<file path="src/rtl/decoder_arbiter_pkg.sv">
// rtl/decoder_arbiter_pkg.sv - shared widths, state encoding and round-robin pick helper
// No ports: imported by the interface, the decoder and the arbiter top.
package decoder_arbiter_pkg;

  localparam int N_REQ  = 16;
  localparam int SEL_W  = 4;
  localparam int HOLD_W = 8;

  typedef enum logic {
    IDLE  = 1'b0,
    GRANT = 1'b1
  } state_e;

  typedef struct packed {
    logic             found;
    logic [SEL_W-1:0] idx;
  } pick_t;

  // First set request at or above ptr, scanning upward and wrapping mod N_REQ.
  // The 4-bit index add wraps naturally, so no explicit modulo is needed.
  function automatic pick_t rr_pick(input logic [N_REQ-1:0] req,
                                    input logic [SEL_W-1:0] ptr);
    pick_t            res;
    logic [SEL_W-1:0] idx;
    res.found = 1'b0;
    res.idx   = ptr;
    for (int i = 0; i < N_REQ; i++) begin
      idx = ptr + SEL_W'(i);
      if (!res.found && req[idx]) begin
        res.found = 1'b1;
        res.idx   = idx;
      end
    end
    return res;
  endfunction

endpackage

</file>
<file path="src/rtl/decoder_arbiter_if.sv">
// rtl/decoder_arbiter_if.sv - request/grant bus between requesters and the arbiter
// req/done      : driven by the requester side (master)
// sel/enable/grant/busy/timeout : driven by the arbiter (slave)
interface decoder_arbiter_if;
  import decoder_arbiter_pkg::*;

  logic [N_REQ-1:0] req;
  logic             done;
  logic [SEL_W-1:0] sel;
  logic             enable;
  logic [N_REQ-1:0] grant;
  logic             busy;
  logic             timeout;

  modport master (
    output req, done,
    input  sel, enable, grant, busy, timeout
  );

  modport slave (
    input  req, done,
    output sel, enable, grant, busy, timeout
  );

endinterface

</file>
<file path="src/rtl/decoder_arbiter_dec.sv">
// rtl/decoder_arbiter_dec.sv - 4-to-16 one-hot decoder with enable
// sel_i : index to decode
// en_i  : output forced to all-zero when low
// dec_o : one-hot decode of sel_i
module decoder_arbiter_dec
  import decoder_arbiter_pkg::*;
(
  input  logic [SEL_W-1:0] sel_i,
  input  logic             en_i,
  output logic [N_REQ-1:0] dec_o
);

  assign dec_o = en_i ? (N_REQ'(1) << sel_i) : '0;

endmodule

</file>
<file path="src/rtl/decoder_arbiter.sv">
// rtl/decoder_arbiter.sv - round-robin arbiter with hold limit and one-hot grant decode
// clk : rising-edge clock
// rst : asynchronous active-high reset
// bus : decoder_arbiter_if.slave (req/done in; sel/enable/grant/busy/timeout out)
module decoder_arbiter
  import decoder_arbiter_pkg::*;
#(
  parameter int HOLD_MAX = 8
) (
  input  logic             clk,
  input  logic             rst,
  decoder_arbiter_if.slave bus
);

  localparam logic [HOLD_W-1:0] HOLD_LIM = HOLD_W'(HOLD_MAX);

  state_e            state_q;
  logic [SEL_W-1:0]  sel_q;
  logic [SEL_W-1:0]  ptr_q;
  logic [SEL_W-1:0]  ptr_d;
  logic [HOLD_W-1:0] hold_q;
  logic [HOLD_W-1:0] hold_d;
  logic              enable_q;
  logic              timeout_q;

  pick_t             pick;
  logic              owner_req;
  logic              at_limit;

  assign pick      = rr_pick(bus.req, ptr_q);
  assign owner_req = bus.req[sel_q];
  assign at_limit  = (hold_q == HOLD_LIM);
  assign hold_d    = hold_q + 1'b1;
  // Priority moves just past the releasing owner; 15 wraps to 0.
  assign ptr_d     = sel_q + 1'b1;

  always_ff @(posedge clk or posedge rst) begin
    if (rst) begin
      state_q   <= IDLE;
      sel_q     <= '0;
      ptr_q     <= '0;
      hold_q    <= '0;
      enable_q  <= 1'b0;
      timeout_q <= 1'b0;
    end else begin
      case (state_q)
        IDLE: begin
          timeout_q <= 1'b0;
          if (pick.found) begin
            state_q  <= GRANT;
            sel_q    <= pick.idx;
            hold_q   <= HOLD_W'(1);
            enable_q <= 1'b1;
          end
        end
        GRANT: begin
          if (bus.done || !owner_req || at_limit) begin
            // Always return through IDLE so grants are separated by a gap.
            state_q   <= IDLE;
            enable_q  <= 1'b0;
            ptr_q     <= ptr_d;
            // Only a forced revoke is a timeout; a voluntary release on the
            // last allowed cycle is not.
            timeout_q <= at_limit && !bus.done && owner_req;
          end else begin
            hold_q    <= hold_d;
            timeout_q <= 1'b0;
          end
        end
        default: begin
          state_q  <= IDLE;
          enable_q <= 1'b0;
        end
      endcase
    end
  end

  assign bus.sel     = sel_q;
  assign bus.enable  = enable_q;
  assign bus.busy    = enable_q;
  assign bus.timeout = timeout_q;

  // Grant is decoded from registered sel/enable, so reset clears it at once.
  decoder_arbiter_dec u_dec (
    .sel_i (sel_q),
    .en_i  (enable_q),
    .dec_o (bus.grant)
  );

endmodule

</file>
<file path="src/flat_wrapper.sv">
// flat-port wrapper written by rule: the top's interface ports become plain ports
module decoder_arbiter_flat import decoder_arbiter_pkg::*;
#(
  parameter int HOLD_MAX = 8
)
  (clk, rst, bus_req, bus_done, bus_sel, bus_enable, bus_grant, bus_busy, bus_timeout);
  decoder_arbiter_if bus_i ();
  input  logic clk;
  input  logic rst;
  input wire logic [$bits(bus_i.req)-1:0] bus_req;
  input wire logic [$bits(bus_i.done)-1:0] bus_done;
  output wire logic [$bits(bus_i.sel)-1:0] bus_sel;
  output wire logic [$bits(bus_i.enable)-1:0] bus_enable;
  output wire logic [$bits(bus_i.grant)-1:0] bus_grant;
  output wire logic [$bits(bus_i.busy)-1:0] bus_busy;
  output wire logic [$bits(bus_i.timeout)-1:0] bus_timeout;
  assign bus_i.req = bus_req;
  assign bus_i.done = bus_done;
  assign bus_sel = bus_i.sel;
  assign bus_enable = bus_i.enable;
  assign bus_grant = bus_i.grant;
  assign bus_busy = bus_i.busy;
  assign bus_timeout = bus_i.timeout;
  decoder_arbiter #(.HOLD_MAX(HOLD_MAX)) u_core (.clk(clk), .rst(rst), .bus(bus_i));
endmodule
</file>
<file path="config.mk">
export PLATFORM = sky130hd
export DESIGN_NAME = decoder_arbiter_flat
export DESIGN_NICKNAME = d
export VERILOG_FILES = /design/src/rtl/decoder_arbiter_pkg.sv /design/src/rtl/decoder_arbiter_if.sv /design/src/rtl/decoder_arbiter_dec.sv /design/src/rtl/decoder_arbiter.sv /design/src/flat_wrapper.sv
export SDC_FILE = /design/constraint.sdc
export NUM_CORES = 1
export LEC_CHECK = 0
export ABC_AREA = 1
export BUFFER_PORTS_ARGS = -buffer_cell sky130_fd_sc_hd__buf_2
export CAP_MARGIN = 20
export CELL_PAD_IN_SITES_DETAIL_PLACEMENT = 0
export CELL_PAD_IN_SITES_GLOBAL_PLACEMENT = 2
export CORE_MARGIN = 8
export CORE_UTILIZATION = 27
export CTS_BUF_LIST = sky130_fd_sc_hd__clkbuf_16
export DETAILED_ROUTE_END_ITERATION = 8
export MAX_ROUTING_LAYER = met4
export PLACE_DENSITY = 0.78
export SYNTH_ARGS = -nofsm -noshare
export SYNTH_HDL_FRONTEND = slang
export SYNTH_SLANG_ARGS = --single-unit
</file>
<file path="constraint.sdc">
create_clock -name clk -period 3.3 [get_ports clk]
set_input_delay 0.66 -clock clk [delete_from_list [all_inputs] [get_ports clk]]
set_output_delay 0.66 -clock clk [all_outputs]
set_load 0.02 [all_outputs]
</file>
==> results of run 1 <==
[final cells by class]
cell class / count / area [µm²] / share of cell area (%)
multi-input combinational: 438 / 2434 / 59.15
sequential: 19 / 478.0 / 11.62
clock buffer: 3 / 75.07 / 1.825
inverter: 64 / 250.2 / 6.083
timing repair buffer: 102 / 694.4 / 16.88
clock inverter: 1 / 7.507 / 0.1825
tap: 140 / 175.2 / 4.258
[what timing repair did]
item | in CTS | in global routing
endpoints found under the hold margin | 0 | 0
buffers inserted | 0 | 19
gates cloned | 0 | 3
gates resized for setup | 3 | 59
pin swaps | 0 | 10
setup endpoints to repair | 3 | 14
[worst max-delay path by stage]
stage / from / end / slack [ps] / cells past startpoint
2_1_floorplan: u_core.ptr_q[1]$_DFFE_PP0P_ / u_core.hold_q[3]$_DFFE_PP0P_ / 6 / 26
3_5_place_dp: u_core.ptr_q[0]$_DFFE_PP0P_ / u_core.bus.sel[0]$_DFFE_PP0P_ / -100 / 21
6_report: u_core.ptr_q[1]$_DFFE_PP0P_ / u_core.bus.sel[0]$_DFFE_PP0P_ / 180 / 23
3_3_place_gp: u_core.ptr_q[0]$_DFFE_PP0P_ / u_core.bus.sel[0]$_DFFE_PP0P_ / -70 / 22
4_1_cts: u_core.ptr_q[0]$_DFFE_PP0P_ / u_core.bus.sel[0]$_DFFE_PP0P_ / 10 / 23
5_1_grt: u_core.ptr_q[1]$_DFFE_PP0P_ / u_core.bus.sel[3]$_DFFE_PP0P_ / -30 / 28
[worst max-delay path, cell delays in order, from the launching register on]
cell and delay (ps):
dfrtp_1 380, inv_2 80, ha_4 320, buf_6 130, nand3_1 120, nand3_2 120, nand3_2 80, nand2_2 110
nand4_4 120, nor2_4 140, nand3_2 100, nor2_4 150, nand2_4 70, nor2_4 90, nand2_2 70, nor2_4 90
nand2_2 70, nor2_4 100, nand2_2 70, o21ai_4 230, buf_6 170, inv_4 40, nand3_2 60, o21ai_1 70
[flip-flops by register name, summed over array words and instances, names as in the netlist]
name	cells
u_core.bus.busy	1
u_core.state_q	1
u_core.bus.timeout	1
u_core.hold_q	8
u_core.ptr_q	4
u_core.bus.sel	4
[per-layer routing]
| metal | up-vias | global-route usage (%) | wire, µm |
|---|---|---|---|
| met5 | - | - | 0 |
| met4 | 0 | 3.007 | 76 |
| met3 | 6 | 1.024 | 448 |
| met2 | 100 | 25.49 | 5576 |
| met1 | 1750 | 20.79 | 5275 |
| li1 | 1920 | - | - |
[placed cells by master (no fill, tap or decap), drive strengths merged, types with 3 or more instances in the layout]
cell / netlist / layout
nand4: 5 / 5
buf: 12 / 102
inv: 64 / 64
clkbuf: 3 / 3
nor3: 3 / 3
dfrtp: 19 / 19
nor2: 63 / 63
xor2: 12 / 12
nand2: 171 / 172
a21oi: 9 / 9
nand3: 107 / 107
ha: 15 / 15
o21a: 5 / 5
o221ai: 4 / 4
o21ai: 35 / 35
[cells by family after synthesis]
| family | count (synthesis) | synth area share [%] |
|---|---|---|
| and+or+nand+nor | 352 | 51.23 |
| adders and majority gates | 15 | 6.242 |
| buffers and inverters | 79 | 11.44 |
| AOI/OAI and AO/OA | 56 | 10.69 |
| DFF | 19 | 15.81 |
| xor gates and xnor gates | 14 | 4.578 |
[metrics by stage]
stage	hold WS [ps]	TNS (ps)	cells	setup WS (ps)	instance area, µm²
finish	521.6	0	767	177.7	4114
global route	581.6	-161.6	767	-25.88	4114
CTS	545.0	0	745	14.75	3689
detailed placement	535.8	-162.9	741	-97.42	3588
global placement	553.6	-171.4	741	-72.47	3588
floorplan	516.8	0	535	5.871	3015
==> results by group, run 1 <==
Yosys
  • Post-Syn Area per Cell: between 5 and 6 µm²
  • Synth top cells by count: nand2_1, nand3_1, inv_1, nor2_1, o21ai_0
  • Yosys warnings: 0
  • Asr flop ratio synth: between 90% and 100%
  • Most used DFF post-synth: dfrtp_1
  • Synth Cell Area: 3007 µm²
  • Cell variety after synth: 31
  • Post-synth EDFFs: 0
  • Synthesized flop and latch total: 19
  • Count leader, synth: nand2_1
  • Sequential fraction of the synthesis area: 15.81%
  • Syn_nets: 569
  • Synth area leaders: nand2_1, nand3_1, dfrtp_1, inv_1, nor2_1
  • Cell taking the most area after synthesis: nand2_1
  • Post-synth top area share: 20.72%
  • Synthesized instance count: 535

Route
  • Vias: 3776
  • Total wire length: 11380 µm
  • Average vias per placed instance: about 4.9
  • Post-route DRC: 0
  • DR pass1 iterations: 6
  • Routed len/inst: ~15 µm
  • Iteration-0 DRC Markers: about 250
  • DRT antenna net count: 0

Clocking
  • Clock Tree Root: clkbuf_16
  • # hold bufs at CTS: 0
  • Clock tree buffer depth: 2
  • Clk Latency, worst-skew pair: about 260 ps
  • Clock sink count: 19
  • TritonCTS Buffers: 3
  • Worst-path clk slew: 60 ps
  • CTS tree: done
  • H-tree depth: 1

Finish
  • Utilization after layout: a little under two fifths
  • Syn-to-layout area delta: 36.83%
  • Nets: between 600 and 700
  • Diode count: 0
  • Filler cells: 1200
  • Proportion of layout cells with a drive suffix above 1: 26.32%

Die
  • Die Ht: around 120 µm
  • Site Rows: 38
  • Die ar.: between 10000 and 15000 µm²
  • Initial Utilization: about 28%
  • # IOs: 42
  • Core area: between 10000 and 15000 µm²
  • Die width: approximately 120 µm

Global route
  • Gr ovfl total: 0
  • Global-route usage over all layers: ~16%
  • Pin count of the biggest net entering global routing: 23
  • First-pass GRT wire length: ~18000 µm
  • Vias in the first global route: about 3500
  • Antenna violations before repair: 0

STA
  • Max Fclk: 320.3 MHz
  • Final period utilization: between 90% and 100%
  • # setup viols final: 0
  • Slew @ Worst Pin: 739.6 ps
  • Min Tclk post-route: 3122 ps
  • Clock skew: ~5.0 ps
  • Hold Fails Final Rpt: 0
  • Pins Over Slew Limit: 0
  • Relative slew slack: about half

Critical path
  • Worst reg-to-reg setup slack: ~180 ps
  • Reg2reg end: u_core.bus.sel[0]$_DFFE_PP0P_
  • WS Path Type: flop to flop
  • Worst path arrival time: 3240 ps
  • Critical Path RT: around 3400 ps
  • FF-to-FF Start: u_core.ptr_q[1]$_DFFE_PP0P_
  • CP endpoint kind: flop
  • Depth of the worst register-to-register path: 23
  • Crit path max fanout: 5
  • Worst setup SP type: flop

Placement
  • DP Wirelength: 9139 µm
  • Routability cong.: 0.8746
  • Input/output buffers: roughly 40

Worst hold path
  • Worst Hold Class: input port to asynchronous set/reset pin

Run status
  • Status: finished clean

Job
  • Maxcap violations: 0
Power of run 1 is left out: the tool's default activity adds up to more than one toggle a clock period on the data nets, which glitch-free logic cannot reach.
==> run 2, diff against run 1 <==
--- a/config.mk
+++ b/config.mk
@@ -5,17 +5,16 @@
 export SDC_FILE = /design/constraint.sdc
 export NUM_CORES = 1
 export LEC_CHECK = 0
-export ABC_AREA = 1
 export BUFFER_PORTS_ARGS = -buffer_cell sky130_fd_sc_hd__buf_2
 export CAP_MARGIN = 20
 export CELL_PAD_IN_SITES_DETAIL_PLACEMENT = 0
 export CELL_PAD_IN_SITES_GLOBAL_PLACEMENT = 2
 export CORE_MARGIN = 8
-export CORE_UTILIZATION = 27
+export CORE_UTILIZATION = 34
 export CTS_BUF_LIST = sky130_fd_sc_hd__clkbuf_16
 export DETAILED_ROUTE_END_ITERATION = 8
 export MAX_ROUTING_LAYER = met4
-export PLACE_DENSITY = 0.78
+export PLACE_DENSITY = 0.8
 export SYNTH_ARGS = -nofsm -noshare
 export SYNTH_HDL_FRONTEND = slang
 export SYNTH_SLANG_ARGS = --single-unit
==> results by group, run 2 <==
Run status
  • Status: finished with violations
  • Failing checks: setup timing

Yosys
  • Synthesized instance count: about 400
  • Yosys warnings: 0
  • Sequential fraction of the synthesis area: 13.15%
  • Post-synth top area share: roughly 17%
  • Synth Cell Area: around 3600 µm²
  • Synthesized flop and latch total: 19
  • Post-Syn Area per Cell: 8.863 µm²
  • Most used DFF post-synth: dfrtp_1
  • Count leader, synth: nor2_1
  • Syn_nets: 442
  • Post-synth EDFFs: 0
  • Cell taking the most area after synthesis: mux4_2
  • Asr flop ratio synth: 100.0%
  • Synth top cells by count: nor2_1, mux4_2, mux2i_1, nand2_1, and3_1
  • Cell variety after synth: 67
  • Synth area leaders: mux4_2, dfrtp_1, mux2i_1, mux2_2, ha_1

Route
  • Iteration-0 DRC Markers: approximately 260
  • Routed len/inst: between 15 and 20 µm
  • DRT antenna net count: 0
  • DR pass1 iterations: 4
  • Average vias per placed instance: about 5.7
  • Total wire length: ~13000 µm
  • Vias: 3900
  • Post-route DRC: 0

Clocking
  • Worst-path clk slew: 60 ps
  • Clock Tree Root: clkbuf_16
  • Clk Latency, worst-skew pair: ~250 ps
  • TritonCTS Buffers: 3
  • CTS tree: done
  • Clock tree buffer depth: 2
  • H-tree depth: 1
  • Clock sink count: 19

Die
  • Site Rows: 37
  • Initial Utilization: 35.03%
  • Die width: around 120 µm
  • Die ar.: approximately 14000 µm²
  • Core area: approximately 10000 µm²
  • Die Ht: ~120 µm
  • # IOs: 42

STA
  • Pins Over Slew Limit: 0
  • Clock skew: 2.861 ps
  • Relative slew slack: between 40% and 50%
  • Final period utilization: 111.4%
  • Slew @ Worst Pin: 789.9 ps
  • RSZ-0062 raised after global routing: yes
  • Hold slack: approximately 550 ps
  • Max Fclk: about 270 MHz
  • Min Tclk post-route: ~3700 ps
  • Hold Fails Final Rpt: 0
  • Final worst setup slack: -376.8 ps
  • # setup viols final: 14

Finish
  • Max reg flops: 8
  • Most flops, register: u_core.hold_q
  • Multi-input gate area: approximately 3000 µm²
  • Highest-count cells in the layout ignoring fill and taps: buf_4, nor2_1, buf_2
  • Syn-to-layout area delta: 37.51%
  • Proportion of layout cells with a drive suffix above 1: a little over two fifths
  • Register area: roughly 480 µm²
  • Filler cells: just under 1000
  • Nets: 586
  • Diode count: 0
  • Most common cell after layout, fill and taps aside: buf_4

Global route
  • Vias in the first global route: 3999
  • Global-route usage over all layers: 18.74%
  • First-pass GRT wire length: approximately 21000 µm
  • Antenna violations before repair: 0
  • Gr ovfl total: 0
  • Pin count of the biggest net entering global routing: 20

Placement
  • Input/output buffers: 41
  • DP Wirelength: 10770 µm
  • Routability cong.: roughly 1.0

Critical path
  • Critical Path RT: 3480 ps
  • WS Path Type: flop to flop
  • FF-to-FF Start: u_core.ptr_q[0]$_DFFE_PP0P_
  • Crit path max fanout: 7
  • Crit path max-delay family: simple AND/OR/NAND/NOR gates
  • Slowest cell on crit path: or4b_4
  • CP max stage delay: between 500 and 600 ps
  • Worst Path Buf+Inv: 1
  • Worst path arrival time: just under 4000 ps
  • Worst setup SP type: flop
  • Critical Path Source: u_core.ptr_q[0]$_DFFE_PP0P_
  • CP endpoint kind: flop
  • Crit-path cells: clkinv_8, ha_4, mux4_2, mux4_2, or4b_4, or3_4, or3_4, o221ai_2, o21ai_1, a31oi_1

Worst hold path
  • Worst Hold Class: input port to asynchronous set/reset pin

Job
  • Maxcap violations: 0
run 2: changes by cell type in the layout (fill, tap and decap cells not counted), moves of 17 or more:
cell | previous run | this run
and3_1 | 0 | 21
buf_4 | 52 | 115
inv_1 | 57 | 17
mux2_2 | 0 | 17
mux2i_1 | 0 | 26
mux4_2 | 0 | 28
nand2_1 | 158 | 26
nand3_1 | 93 | 9
nor2_1 | 58 | 41
run 2: worst paths after layout:
| path | end | slack [ps] | depth (start not counted) |
|---|---|---|---|
| max | u_core.bus.sel[2]$_DFFE_PP0P_ | -380 | 10 |
| min | u_core.hold_q[2]$_DFFE_PP0P_ | 550 | 2 |
| max reg2reg | u_core.bus.sel[2]$_DFFE_PP0P_ | -380 | 10 |
| min reg2reg | u_core.hold_q[7]$_DFFE_PP0P_ | 570 | 2 |
| max in group asynchronous | u_core.ptr_q[0]$_DFFE_PP0P_ | 2210 | 2 |
| min in group clk | u_core.hold_q[7]$_DFFE_PP0P_ | 570 | 2 |
run 2: per-stage QoR:
stage                     std cells  util, %  instance area [µm²]  worst slack, ps  TNS, ps
after floorplan                 408        -                 3712           -869.2    -9738
after detailed placement        682    46.95                 4847           -519.3    -6473
final                           687    48.16                 4972           -376.8    -4159
after global routing            687    48.16                 4972           -501.6    -6066
after CTS                       687    48.01                 4956           -370.7    -4325
after global placement          682    46.95                 4847           -440.7    -5518
run 2: cells by family after synthesis:
family,count (synthesis),share of synthesized area (%)
adder cells (fa/ha/maj),15,5.190
AO/OA/AOI/OAI,98,18.79
XOR/XNOR,18,4.360
AND/OR/NAND/NOR,144,21.49
flip-flops,19,13.15
multiplexers,74,32.11
buffers and inverters,40,4.913
run 2: repair_timing:
action,4_1_cts,5_1_grt
resized for setup,7,3
endpoints found under the hold margin,0,0
buffers inserted,1,0
pin swaps,7,2
setup endpoints to repair,14,14
hold buffers,0,0
run 2: cell type report:
type,count,share of cell area (%)
Multi-Input combinational cell,349,60.72
Inverter,18,1.711
Clock buffer,3,1.510
Timing Repair Buffer,161,22.97
Clock inverter,1,0.07549
Sequential cell,19,9.587
Tap cell,136,3.422
run 2: layer usage:
layer	wire (µm)	GRT usage, %
met5	0	-
met4	242	5.138
met3	727	2.220
met1	5766	24.06
met2	6392	30.49
Power of run 2 is left out for the same reason.
